### config.mk
export PLATFORM = sky130hd
export DESIGN_NAME = seq_det_ctrl_flat
export DESIGN_NICKNAME = d
export VERILOG_FILES = /design/src/rtl/seq_det_pkg.sv /design/src/rtl/seq_det_ctrl_if.sv /design/src/rtl/seq_match_core.sv /design/src/rtl/seq_det_ctrl.sv /design/src/flat_wrapper.sv
export SDC_FILE = /design/constraint.sdc
export NUM_CORES = 1
export LEC_CHECK = 0
export BUFFER_PORTS_ARGS = -buffer_cell sky130_fd_sc_hd__buf_2
export CORE_MARGIN = 2
export CORE_UTILIZATION = 46
export DETAILED_ROUTE_END_ITERATION = 16
export PLACE_DENSITY = 0.7
export SLEW_MARGIN = 25
export SYNTH_ARGS = -nofsm -noshare
export SYNTH_HDL_FRONTEND = slang
export SYNTH_HIERARCHICAL = 1
export SYNTH_SLANG_ARGS = --single-unit
### constraint.sdc
create_clock -name clk -period 2.3 [get_ports clk]
set_input_delay 0.345 -clock clk [delete_from_list [all_inputs] [get_ports clk]]
set_output_delay 0.345 -clock clk [all_outputs]
set_load 0.01 [all_outputs]
### src/rtl/seq_det_pkg.sv
`default_nettype none
// +----------------------------------------------------------------------+
// | seq_det_pkg : shared types and constants for the sequence detector     |
// | Rev 1.0                                                               |
// +----------------------------------------------------------------------+
package seq_det_pkg;

    localparam int DEF_MAX_LEN = 8;
    localparam int DEF_CNT_W   = 8;
    localparam int LEN_W       = $clog2(DEF_MAX_LEN + 1);

    typedef enum logic [1:0] {
        ST_IDLE = 2'd0,
        ST_RUN  = 2'd1,
        ST_HALT = 2'd2
    } state_e;

endpackage
`default_nettype wire

### src/rtl/seq_det_ctrl_if.sv
`default_nettype none
// +----------------------------------------------------------------------+
// | seq_det_ctrl_if : configuration, stream and status bundle             |
// | Rev 1.0                                                               |
// +----------------------------------------------------------------------+
interface seq_det_ctrl_if import seq_det_pkg::*; #(
    parameter int MAX_LEN = DEF_MAX_LEN,
    parameter int CNT_W   = DEF_CNT_W
);
    localparam int LW = $clog2(MAX_LEN + 1);

    logic               cfg_valid;
    logic               cfg_ready;
    logic [MAX_LEN-1:0] cfg_pattern;
    logic [LW-1:0]      cfg_len;
    logic [CNT_W-1:0]   cfg_thresh;
    logic               cfg_err;
    logic               in_valid;
    logic               in_seq;
    logic               clr;
    logic               det_out;
    logic [CNT_W-1:0]   det_count;
    logic               alarm;
    logic [1:0]         state_o;

    modport slave (
        input  cfg_valid, cfg_pattern, cfg_len, cfg_thresh, in_valid, in_seq, clr,
        output cfg_ready, cfg_err, det_out, det_count, alarm, state_o
    );

    modport master (
        output cfg_valid, cfg_pattern, cfg_len, cfg_thresh, in_valid, in_seq, clr,
        input  cfg_ready, cfg_err, det_out, det_count, alarm, state_o
    );

endinterface
`default_nettype wire

### src/rtl/seq_match_core.sv
`default_nettype none
// +----------------------------------------------------------------------+
// | seq_match_core : history shift register with length-masked compare   |
// | Rev 1.0                                                               |
// +----------------------------------------------------------------------+
module seq_match_core #(
    parameter int MAX_LEN = 8
) (
    input  logic                         clk,
    input  logic                         rst,
    input  logic                         clr_i,
    input  logic                         shift_i,
    input  logic                         bit_i,
    input  logic [MAX_LEN-1:0]           pattern_i,
    input  logic [$clog2(MAX_LEN+1)-1:0] len_i,
    output logic                         match_o
);
    localparam int            LW    = $clog2(MAX_LEN + 1);
    localparam logic [LW-1:0] MAX_L = LW'(MAX_LEN);

    logic [MAX_LEN-1:0] hist_q, hist_d;
    logic [LW-1:0]      fill_q, fill_d;
    logic [MAX_LEN-1:0] mask;
    logic               match_q;
    logic               hit;

    // Compare against the history as it will be after this shift, so the
    // registered pulse appears one edge after the final bit is sampled.
    always_comb begin
        hist_d = {hist_q[MAX_LEN-2:0], bit_i};
        fill_d = (fill_q == MAX_L) ? fill_q : fill_q + 1'b1;
        for (int i = 0; i < MAX_LEN; i++) begin
            mask[i] = (i < int'(len_i));
        end
        hit = (fill_d >= len_i) && (((hist_d ^ pattern_i) & mask) == '0);
    end

    always_ff @(posedge clk) begin
        if (!rst || clr_i) begin
            hist_q  <= '0;
            fill_q  <= '0;
            match_q <= 1'b0;
        end else begin
            match_q <= shift_i && hit;
            if (shift_i) begin
                hist_q <= hist_d;
                fill_q <= fill_d;
            end
        end
    end

    assign match_o = match_q;

endmodule
`default_nettype wire

### src/rtl/seq_det_ctrl.sv
`default_nettype none
// +----------------------------------------------------------------------+
// | seq_det_ctrl : configure/run/halt sequencing for the pattern detector |
// | Rev 1.0                                                               |
// +----------------------------------------------------------------------+
module seq_det_ctrl import seq_det_pkg::*; #(
    parameter int MAX_LEN = DEF_MAX_LEN,
    parameter int CNT_W   = DEF_CNT_W
) (
    input  logic          clk,
    input  logic          rst,
    seq_det_ctrl_if.slave bus
);
    localparam int            LW    = $clog2(MAX_LEN + 1);
    localparam logic [LW-1:0] MAX_L = LW'(MAX_LEN);

    state_e             state_q, state_d;
    logic [MAX_LEN-1:0] pat_q, pat_d;
    logic [LW-1:0]      len_q, len_d;
    logic [CNT_W-1:0]   thr_q, thr_d;
    logic [CNT_W-1:0]   cnt_q, cnt_d;
    logic               alarm_q, alarm_d;
    logic               det_q, det_d;
    logic               err_q, err_d;

    logic ready, fire, len_ok, core_clr, shift, match, det_ev;

    assign ready    = (state_q != ST_HALT);
    assign fire     = bus.cfg_valid && ready;
    assign len_ok   = (bus.cfg_len != '0) && (bus.cfg_len <= MAX_L);
    // A handshake of either kind swallows clr and the data bit of its cycle.
    assign core_clr = (fire && len_ok) || (!fire && bus.clr);
    assign shift    = bus.in_valid && (state_q == ST_RUN) && !fire && !bus.clr;
    assign det_ev   = match && (state_q == ST_RUN) && !fire && !bus.clr;

    seq_match_core #(
        .MAX_LEN (MAX_LEN)
    ) u_core (
        .clk       (clk),
        .rst       (rst),
        .clr_i     (core_clr),
        .shift_i   (shift),
        .bit_i     (bus.in_seq),
        .pattern_i (pat_q),
        .len_i     (len_q),
        .match_o   (match)
    );

    always_comb begin
        state_d = state_q;
        pat_d   = pat_q;
        len_d   = len_q;
        thr_d   = thr_q;
        cnt_d   = cnt_q;
        alarm_d = alarm_q;
        det_d   = 1'b0;
        err_d   = 1'b0;
        if (fire) begin
            if (len_ok) begin
                pat_d   = bus.cfg_pattern;
                len_d   = bus.cfg_len;
                thr_d   = bus.cfg_thresh;
                cnt_d   = '0;
                alarm_d = 1'b0;
                state_d = ST_RUN;
            end else begin
                err_d = 1'b1;
            end
        end else if (bus.clr) begin
            cnt_d   = '0;
            alarm_d = 1'b0;
            if (state_q == ST_HALT) begin
                state_d = ST_RUN;
            end
        end else if (det_ev) begin
            det_d = 1'b1;
            if (cnt_q != '1) begin
                cnt_d = cnt_q + 1'b1;
            end
            if ((thr_q != '0) && (cnt_d == thr_q)) begin
                alarm_d = 1'b1;
                state_d = ST_HALT;
            end
        end
    end

    always_ff @(posedge clk) begin
        if (!rst) begin
            state_q <= ST_IDLE;
            pat_q   <= '0;
            len_q   <= '0;
            thr_q   <= '0;
            cnt_q   <= '0;
            alarm_q <= 1'b0;
            det_q   <= 1'b0;
            err_q   <= 1'b0;
        end else begin
            state_q <= state_d;
            pat_q   <= pat_d;
            len_q   <= len_d;
            thr_q   <= thr_d;
            cnt_q   <= cnt_d;
            alarm_q <= alarm_d;
            det_q   <= det_d;
            err_q   <= err_d;
        end
    end

    assign bus.cfg_ready = ready;
    assign bus.cfg_err   = err_q;
    assign bus.det_out   = det_q;
    assign bus.det_count = cnt_q;
    assign bus.alarm     = alarm_q;
    assign bus.state_o   = state_q;

endmodule
`default_nettype wire

### src/flat_wrapper.sv
// flat-port wrapper written by rule: the top's interface ports become plain ports
module seq_det_ctrl_flat import seq_det_pkg::*;
#(
    parameter int MAX_LEN = DEF_MAX_LEN,
    parameter int CNT_W   = DEF_CNT_W
)
  (clk, rst, bus_cfg_valid, bus_cfg_pattern, bus_cfg_len, bus_cfg_thresh, bus_in_valid, bus_in_seq, bus_clr, bus_cfg_ready, bus_cfg_err, bus_det_out, bus_det_count, bus_alarm, bus_state_o);
  seq_det_ctrl_if #(.MAX_LEN(MAX_LEN), .CNT_W(CNT_W)) bus_i ();
  input  logic clk;
  input  logic rst;
  input wire logic [$bits(bus_i.cfg_valid)-1:0] bus_cfg_valid;
  input wire logic [$bits(bus_i.cfg_pattern)-1:0] bus_cfg_pattern;
  input wire logic [$bits(bus_i.cfg_len)-1:0] bus_cfg_len;
  input wire logic [$bits(bus_i.cfg_thresh)-1:0] bus_cfg_thresh;
  input wire logic [$bits(bus_i.in_valid)-1:0] bus_in_valid;
  input wire logic [$bits(bus_i.in_seq)-1:0] bus_in_seq;
  input wire logic [$bits(bus_i.clr)-1:0] bus_clr;
  output wire logic [$bits(bus_i.cfg_ready)-1:0] bus_cfg_ready;
  output wire logic [$bits(bus_i.cfg_err)-1:0] bus_cfg_err;
  output wire logic [$bits(bus_i.det_out)-1:0] bus_det_out;
  output wire logic [$bits(bus_i.det_count)-1:0] bus_det_count;
  output wire logic [$bits(bus_i.alarm)-1:0] bus_alarm;
  output wire logic [$bits(bus_i.state_o)-1:0] bus_state_o;
  assign bus_i.cfg_valid = bus_cfg_valid;
  assign bus_i.cfg_pattern = bus_cfg_pattern;
  assign bus_i.cfg_len = bus_cfg_len;
  assign bus_i.cfg_thresh = bus_cfg_thresh;
  assign bus_i.in_valid = bus_in_valid;
  assign bus_i.in_seq = bus_in_seq;
  assign bus_i.clr = bus_clr;
  assign bus_cfg_ready = bus_i.cfg_ready;
  assign bus_cfg_err = bus_i.cfg_err;
  assign bus_det_out = bus_i.det_out;
  assign bus_det_count = bus_i.det_count;
  assign bus_alarm = bus_i.alarm;
  assign bus_state_o = bus_i.state_o;
  seq_det_ctrl #(.MAX_LEN(MAX_LEN), .CNT_W(CNT_W)) u_core (.clk(clk), .rst(rst), .bus(bus_i));
endmodule
==> flow_summary_export.csv, run 1 <==
group,metric,value,unit
pwr,clkPwrFrac,0.349,
floorplan,start_util,0.472,
layout,drive_gt1_frac,0.226,
worst_hold_path,hp-class,"in -> reg",
worst_setup_path,reg2reg_to,"u_core/u_core/match_o",
cts,clock-sinks,45,
routing,drt_iter0_drc,166,
worst_setup_path,cp_slowest_stage_delay,0.39,ns
floorplan,core,0.00544,sq mm
timing,hold_viol_final,0,
timing,layout_setup_ws,0.225,ns
worst_setup_path,rr_worst_depth,11,
global_route,track_usage,0.200,
worst_setup_path,path_buf_inv,1,
routing,wl_per_cell,13.8,um
worst_setup_path,rr_startpoint,"u_core/u_core/fill_q[0]",
pwr,vdd_drop_max,0.000343,V
synth,ys_seq_area_frac,0.351,
timing,final.setup.tns,0,ns
global_route,grt_pass1_wl,9890,um
layout,n_antenna_cell,0,
routing,first_pass_iters,5,
worst_setup_path,end_kind,"flop",
synth,syn_inst,294,
place,gp_congestion,0.856,
pwr,combinationalPowerShare,0.116,
routing,viasPerCell,5.40,
synth,synth_nets,327,
cts,path_clk_slew,0.10,ns
floorplan,dieArea,0.00620,sq mm
worst_setup_path,crit_path_start,"u_core/u_core/fill_q[0]",
place,dpl.hpwl,4370,um
timing,tightest_slew,0.522,ns
worst_setup_path,critPathCapture,"u_core/u_core/match_o",
run,maxCapViolCount,0,
global_route,grt_pass1_vias,2088,
cts,cts_root_buf,"clkbuf_8",
timing,clock.fmax,0.482,GHz
pwr,power.density,513,mW/mm^2
pwr,fin_total_pwr,1540,uW
synth,synth.avg_cell_area,8.74,sq um
pwr,p_sw_frac,0.274,
worst_setup_path,startpoint_type,"flop",
synth,ys_ff_latch,45,
floorplan,design.portCount,40,
cts,h-tree-depth,2,
layout,fin_area,0.00301,sq mm
synth,synth_area,0.00257,sq mm
global_route,grt_max_degree,36,
pwr,power_switching,423,uW
worst_setup_path,path_depth,11,
pwr,p_seq_frac,0.535,
timing,setup_violations,0,
cts,hold_buffers,0,
worst_setup_path,cp.arrival,2.27,ns
layout,layout_commonest_cell,"dfxtp_1",
floorplan,core.rowCount,27,
cts,clock_path_buffers,2,
cts,cts_setup_buffers,0,
floorplan,die_h,78.7,um
place,portBuffers,39,
routing,ant_nets,0,
worst_setup_path,path_delay_family,"compound AO/OA/AOI/OAI gates",
worst_setup_path,ff2ff_setup_slack,0.23,ns
cts,insertion_delay,0.30,ns
layout,fin_nets,377,
place,dp.cells,409,
layout,final_cells,417,
routing,drc,0,
timing,period_minus_slack,2.07,ns
run_status,status,"finished clean",
pwr,p_int,1120,uW
synth,yosys_most_used_dff,"dfxtp_1",
worst_setup_path,critPathSlowestCell,"dfxtp_1",
routing,routed_wirelength,5760,um
routing,num_vias,2251,
synth,async_reset_ff_frac,0,
place,place_area,0.00291,sq mm
global_route,antenna_found_initial,0,
cts,cts_tree,"built",
worst_setup_path,cp_cell_sequence,"inv_1, ha_1, nand2_1, nor2_1, xnor2_1, ha_1, nand2b_1, a21o_1, a21o_1, a21oi_1, nor3_2",
worst_setup_path,crit_type,"reg -> reg",
synth,synth.distinct_cells,52,
layout,final_cell_mix,"45 x dfxtp_1, 39 x buf_2, 30 x mux2i_1",
cts,cts_resized,0,
place,place_ws,0.222,ns
timing,maxSlewHeadroom,0.652,
cts,cts_buffers,5,
timing,final.period_utilization,0.902,
worst_setup_path,cp_max_fo,4,
timing,rsz0062_at_grt,"no",
pwr,p_leak,0.00129,uW
timing,finClkSkew,0.00885,ns
timing,report.final.slew_viol_count,0,
synth,yosys_warnings,6,
synth,synth_enable_flop_cells,0,
global_route,grt_overflow_total,0,
floorplan,chipWidth,78.7,um
layout,syn2layout_area_growth,17.1,%
worst_setup_path,required,2.49,ns
power by group through the flow:
stage / registers [uW] / clock network, uW / logic [uW]
floorplan: 836 / 0 / 127
finish: 825 / 538 / 180
global placement: 842 / 0 / 177
detailed placement: 843 / 0 / 180
CTS: 824 / 556 / 180
global route: 828 / 583 / 203
area by class of cell:
type                       count  area [sq um]
clock buffer                   5          68.8
timing repair buffer          56           323
fill                         507          2430
sequential                    45           901
tap                           72          90.1
multi-input combinational    223          1550
inverter                      13          48.8
clock inverter                 3          28.8
metal layers:
| layer | track usage | up-vias | part of all wire |
|---|---|---|---|
| li1 | - | 1145 | - |
| met5 | 0 | - | 0 |
| met2 | 0.301 | 62 | 0.45 |
| met3 | 0.0352 | 4 | 0.055 |
| met1 | 0.289 | 1040 | 0.49 |
| met4 | 0.0649 | 0 | 0.0092 |
worst register-to-register path, cell delays in order, from the launching register on:
cell,delay (ns)
dfxtp_1,0.39
inv_1,0.11
ha_1,0.21
nand2_1,0.10
nor2_1,0.06
xnor2_1,0.13
ha_1,0.26
nand2b_1,0.14
a21o_1,0.17
a21o_1,0.17
a21oi_1,0.17
nor3_2,0.06
logic make-up (layout without fill, tap and decap cells):
logic type	count (synthesis)	count (layout)	share of synthesized area
buffers and inverters	26	77	0.0468
AOI/OAI and AO/OA	63	63	0.153
xor gates and xnor gates	17	17	0.0580
adders and majority gates	7	7	0.0341
muxes	30	30	0.117
DFF	45	45	0.351
and+or+nand+nor	106	106	0.241
registers in the layout (all words and copies together), names as in the netlist:
signal and count:
u_core/bus.state_o 2, u_core/bus.alarm 1, u_core/pat_q 8, u_core/u_core/match_o 1, u_core/bus.det_out 1, u_core/u_core/fill_q 4, u_core/bus.det_count 8, u_core/u_core/hist_q 7
u_core/len_q 4, u_core/thr_q 8, u_core/bus.cfg_err 1
how the worst min path moves through the flow:
stage	from	end	depth (start not counted)
after floorplan	bus_cfg_valid	u_core/bus.cfg_err	2
after global placement	u_core/bus.alarm	u_core/bus.alarm	2
after detailed placement	u_core/bus.alarm	u_core/bus.alarm	2
after CTS	bus_cfg_pattern[0]	u_core/pat_q[0]	3
after global routing	bus_cfg_pattern[0]	u_core/pat_q[0]	3
final	bus_cfg_pattern[0]	u_core/pat_q[0]	3
cells in the mapped netlist (2+ instances only):
cell / n / area (sq um)
nand3b_1: 2 / 15.0
dfxtp_1: 45 / 901
o21ai_0: 24 / 120
and2_1: 3 / 18.8
clkbuf_1: 4 / 15.0
nand2b_1: 3 / 18.8
nand3_1: 7 / 35.0
nand2_1: 16 / 60.1
a31oi_1: 4 / 25.0
mux2i_1: 30 / 300
nand3_2: 2 / 20.0
nor2b_1: 20 / 125
a21boi_0: 5 / 37.5
o22ai_1: 2 / 12.5
xor2_1: 5 / 43.8
a21o_1: 2 / 15.0
and3_1: 4 / 25.0
nor3_2: 2 / 20.0
o31a_1: 2 / 17.5
ha_1: 7 / 87.6
a311oi_1: 2 / 17.5
o31ai_1: 5 / 37.5
inv_1: 12 / 45.0
a21oi_1: 11 / 55.1
nand4_1: 6 / 37.5
buf_2: 5 / 25.0
xnor2_1: 12 / 105
nor3_1: 3 / 15.0
nor2_1: 25 / 93.8
buf_4: 2 / 15.0
stage by stage:
step	hold slack (ns)	utilization
final	0.289	0.553
after global routing	0.290	0.553
after CTS	0.279	0.553
after detailed placement	0.473	0.535
after global placement	0.468	0.535
after floorplan	0.473	-
(Power assumes the default switching activity.)
==> inputs of run 2 (changes only) <==
- CORE_UTILIZATION: 46 -> 50
- PLACE_DENSITY: 0.7 -> 0.75
==> run 2 against run 1 <==
  * Total power grew 1.0%
  * Sequential power about the same
  * Design area barely moved
  * Core utilization is 4.3 points higher
  * Sequential share of layout area about the same
  * Cell count fell by 0.72%
  * Worst hold slack improved by 0.011 ns
  * Largest cell class unchanged
  * Largest power group unchanged
  * Highest routed layer unchanged
==> flow_summary_export.csv, run 2 (synthesized netlist as in run 1, its figures left out) <==
group,metric,value,unit
cts,path_clk_slew,0.08,ns
global_route,antenna_found_initial,0,
pwr,power.density,519,mW/mm^2
layout,drive_gt1_frac,0.224,
routing,drt_iter0_drc,206,
timing,layout_setup_ws,0.205,ns
floorplan,die_h,75.7,um
cts,insertion_delay,0.30,ns
layout,fill_cells,450,
layout,syn2layout_area_growth,17.0,%
timing,rsz0062_at_grt,"no",
layout,n_antenna_cell,0,
cts,cts_buffers,5,
worst_setup_path,crit_type,"reg -> reg",
global_route,grt_max_degree,20,
floorplan,dieArea,0.00573,sq mm
floorplan,core.rowCount,26,
cts,cts_setup_buffers,0,
global_route,track_usage,0.216,
run_status,status,"finished clean",
layout,fin_area,0.00301,sq mm
floorplan,chipWidth,75.7,um
routing,first_pass_iters,4,
routing,wl_per_cell,14.2,um
worst_setup_path,required,2.49,ns
timing,report.final.slew_viol_count,0,
cts,cts_root_buf,"clkbuf_8",
cts,h-tree-depth,2,
place,portBuffers,39,
place,dp.cells,406,
timing,whs,0.299,ns
routing,num_vias,2312,
timing,maxSlewHeadroom,0.646,
timing,tightest_slew,0.525,ns
timing,period_minus_slack,2.10,ns
worst_setup_path,startpoint_type,"flop",
pwr,p_leak,0.00129,uW
worst_setup_path,path_delay_family,"compound AO/OA/AOI/OAI gates",
floorplan,start_util,0.509,
worst_setup_path,end_kind,"flop",
layout,final_cells,414,
timing,final.setup.tns,0,ns
worst_setup_path,cp_cell_sequence,"ha_1, nand3_2, or2_4, mux2i_1, a2111oi_1, nand2_1, o31ai_1",
cts,hold_buffers,0,
global_route,grt_pass1_vias,2102,
routing,drc,0,
routing,viasPerCell,5.58,
layout,final_cell_mix,"45 x dfxtp_1, 39 x buf_2, 30 x mux2i_1",
worst_hold_path,hp-class,"in -> reg",
worst_setup_path,critPathSlowestCell,"a2111oi_1",
cts,cts_tree,"built",
layout,fin_nets,376,
layout,layout_commonest_cell,"dfxtp_1",
routing,ant_nets,0,
timing,finClkSkew,0.00905,ns
worst_setup_path,cp_slowest_stage_delay,0.48,ns
pwr,vdd_drop_max,0.000347,V
timing,clock.fmax,0.477,GHz
routing,routed_wirelength,5900,um
floorplan,core,0.00504,sq mm
worst_setup_path,cp.arrival,2.29,ns
worst_setup_path,cp_max_fo,4,
place,dpl.hpwl,4380,um
global_route,grt_overflow_total,0,
global_route,grt_pass1_wl,9550,um
floorplan,design.portCount,40,
timing,setup_violations,0,
timing,final.period_utilization,0.911,
cts,clock_path_buffers,2,
worst_setup_path,path_buf_inv,0,
cts,cts_resized,0,
place,gp_congestion,0.965,
run,maxCapViolCount,0,
cts,clock-sinks,45,
place,place_area,0.00290,sq mm
timing,hold_viol_final,0,
place,place_ws,0.217,ns
## run 2: layout make-up
type,count,area (sq um),area share
clock inverter,1,8.76,0.00291
sequential,45,901,0.300
clock buffer,7,96.3,0.0321
multi-input combinational,223,1550,0.515
timing repair buffer,55,315,0.105
tap,70,87.6,0.0291
inverter,13,48.8,0.0162
## run 2: worst register-to-register path, stage by stage, from the launching register on
cell	delay, ns
dfxtp_1	0.34
ha_1	0.20
nand3_2	0.09
or2_4	0.29
mux2i_1	0.16
a2111oi_1	0.48
nand2_1	0.14
o31ai_1	0.30
## run 2: per-stage QoR
step,total power (uW),util
5_1_grt,1620,0.596
6_report,1560,0.596
3_3_place_gp,1020,0.575
4_1_cts,1570,0.596
2_1_floorplan,963,-
3_5_place_dp,1020,0.575
## run 2: worst paths after layout
| path | cells past startpoint | end | startpoint | slack (ns) |
|---|---|---|---|---|
| hold / removal | 3 | u_core/thr_q[6] | bus_cfg_thresh[6] | 0.30 |
| setup / recovery | 7 | u_core/bus.alarm | u_core/bus.det_count[1] | 0.20 |
| hold reg to reg | 2 | u_core/u_core/hist_q[6] | u_core/u_core/hist_q[6] | 0.52 |
| setup reg to reg | 7 | u_core/bus.alarm | u_core/bus.det_count[1] | 0.20 |
## run 2: metal layers
metal  up-vias  share of wire  track usage
met5         -              0            0
met2        78           0.45        0.335
met1      1079           0.47        0.297
li1       1140              -            -
met4         0          0.021       0.0838
met3        15          0.052       0.0423
## run 2: where the power goes
group / total (uW) / switching [uW] / internal (uW)
sequential: 825 / 24.5 / 800
combinational: 184 / 92.8 / 90.7
clock: 551 / 273 / 278
==> inputs of run 3 (changes only) <==
- CELL_PAD_IN_SITES_DETAIL_PLACEMENT: unset -> 0
- CELL_PAD_IN_SITES_GLOBAL_PLACEMENT: unset -> 1
- CORE_UTILIZATION: 50 -> 38
- PLACE_DENSITY: 0.75 -> 0.76
==> run 3 against run 2 <==
  * Core utilization is 13 points lower
  * Setup slack better by 0.036 ns
  * Largest power group unchanged
  * Sequential share of layout area is 0.16 points lower
  * Register-to-register slack better by 0.04 ns
  * Critical path type unchanged
  * Count of clock-buffer cells in the layout is 2 lower
  * Largest cell class unchanged
==> flow_summary_export.csv, run 3 (synthesized netlist as in run 1, its figures left out) <==
group,metric,value,unit
layout,fin_area,0.00302,sq mm
cts,clock-sinks,45,
timing,period_minus_slack,2.06,ns
routing,wl_per_cell,14.0,um
routing,drc,0,
layout,final_cell_mix,"45 x dfxtp_1, 39 x buf_2, 30 x mux2i_1",
worst_setup_path,required,2.50,ns
routing,drt_iter0_drc,102,
layout,layout_commonest_cell,"dfxtp_1",
place,dp.cells,415,
routing,routed_wirelength,5930,um
floorplan,core.rowCount,29,
timing,hold_viol_final,0,
routing,ant_nets,0,
timing,final.setup.tns,0,ns
layout,syn2layout_area_growth,17.6,%
timing,clock.fmax,0.486,GHz
worst_setup_path,crit_type,"reg -> reg",
cts,clock_path_buffers,2,
floorplan,core,0.00646,sq mm
floorplan,start_util,0.398,
timing,whs,0.288,ns
floorplan,die_h,86.2,um
timing,finClkSkew,0.00664,ns
layout,fin_nets,378,
cts,h-tree-depth,2,
layout,drive_gt1_frac,0.228,
layout,final_cells,423,
global_route,antenna_found_initial,0,
global_route,grt_pass1_vias,2129,
timing,setup_violations,0,
worst_hold_path,worstHoldPathCells,3,
routing,viasPerCell,5.39,
place,portBuffers,39,
global_route,grt_pass1_wl,10200,um
place,gp_congestion,0.813,
worst_setup_path,startpoint_type,"flop",
timing,final.period_utilization,0.895,
worst_setup_path,end_kind,"flop",
cts,cts_tree,"built",
pwr,p_leak,0.00129,uW
worst_hold_path,hp-class,"in -> reg",
cts,cts_resized,0,
routing,num_vias,2278,
timing,maxSlewHeadroom,0.703,
place,place_ws,0.241,ns
cts,path_clk_slew,0.10,ns
global_route,grt_max_degree,19,
floorplan,design.portCount,40,
place,dpl.hpwl,4490,um
run,maxCapViolCount,0,
pwr,vdd_drop_max,0.000242,V
cts,cts_root_buf,"clkbuf_8",
global_route,grt_overflow_total,0,
timing,tightest_slew,0.440,ns
timing,layout_setup_ws,0.240,ns
floorplan,dieArea,0.00743,sq mm
pwr,power.density,513,mW/mm^2
cts,hold_buffers,0,
routing,first_pass_iters,4,
layout,n_antenna_cell,0,
run_status,status,"finished clean",
worst_setup_path,cp_max_fo,4,
floorplan,chipWidth,86.2,um
worst_setup_path,rr_worst_depth,11,
cts,cts_setup_buffers,0,
timing,rsz0062_at_grt,"no",
cts,insertion_delay,0.30,ns
cts,cts_buffers,5,
worst_setup_path,cp.arrival,2.26,ns
global_route,track_usage,0.171,
timing,report.final.slew_viol_count,0,
place,place_area,0.00292,sq mm
[run 3: final timing paths]
check / startpoint / to / slack [ns]
worst min-delay path: bus_cfg_pattern[5] / u_core/pat_q[5] / 0.29
worst min register to register: u_core/bus.alarm / u_core/bus.alarm / 0.48
worst max-delay path: u_core/u_core/fill_q[0] / u_core/u_core/match_o / 0.24
worst max register to register: u_core/u_core/fill_q[0] / u_core/u_core/match_o / 0.24
[run 3: final cells by class]
| type | count | area (sq um) |
|---|---|---|
| Tap cell | 77 | 96.3 |
| Multi-Input combinational cell | 223 | 1550 |
| Fill cell | 672 | 3440 |
| Timing Repair Buffer | 57 | 330 |
| Clock buffer | 5 | 68.8 |
| Inverter | 13 | 48.8 |
| Sequential cell | 45 | 901 |
| Clock inverter | 3 | 28.8 |
[run 3: routing by layer]
layer	share of wire	global-route usage	wire, um	vias up
li1	-	-	-	1146
met2	0.41	0.252	2440	60
met4	0.013	0.0511	80	0
met1	0.53	0.256	3110	1063
met5	0	0	0	-
met3	0.049	0.0267	290	9
[run 3: power by group]
| group | switching [uW] | internal, uW |
|---|---|---|
| Combinational | 91.7 | 90.7 |
| Clock | 313 | 230 |
| Sequential | 23.6 | 800 |
[run 3: per-stage QoR]
stage	power, uW	utilization
after CTS	1570	0.468
after floorplan	963	-
after global routing	1630	0.468
after detailed placement	1020	0.453
final	1550	0.468
after global placement	1020	0.453
[run 3: critical path, stage by stage, from the launching register on]
cell	delay, ns
dfxtp_1	0.39
inv_1	0.10
ha_1	0.20
nand2_1	0.10
nor2_1	0.07
xnor2_1	0.13
ha_1	0.26
nand2b_1	0.14
a21o_1	0.17
a21o_1	0.16
a21oi_1	0.17
nor3_2	0.06
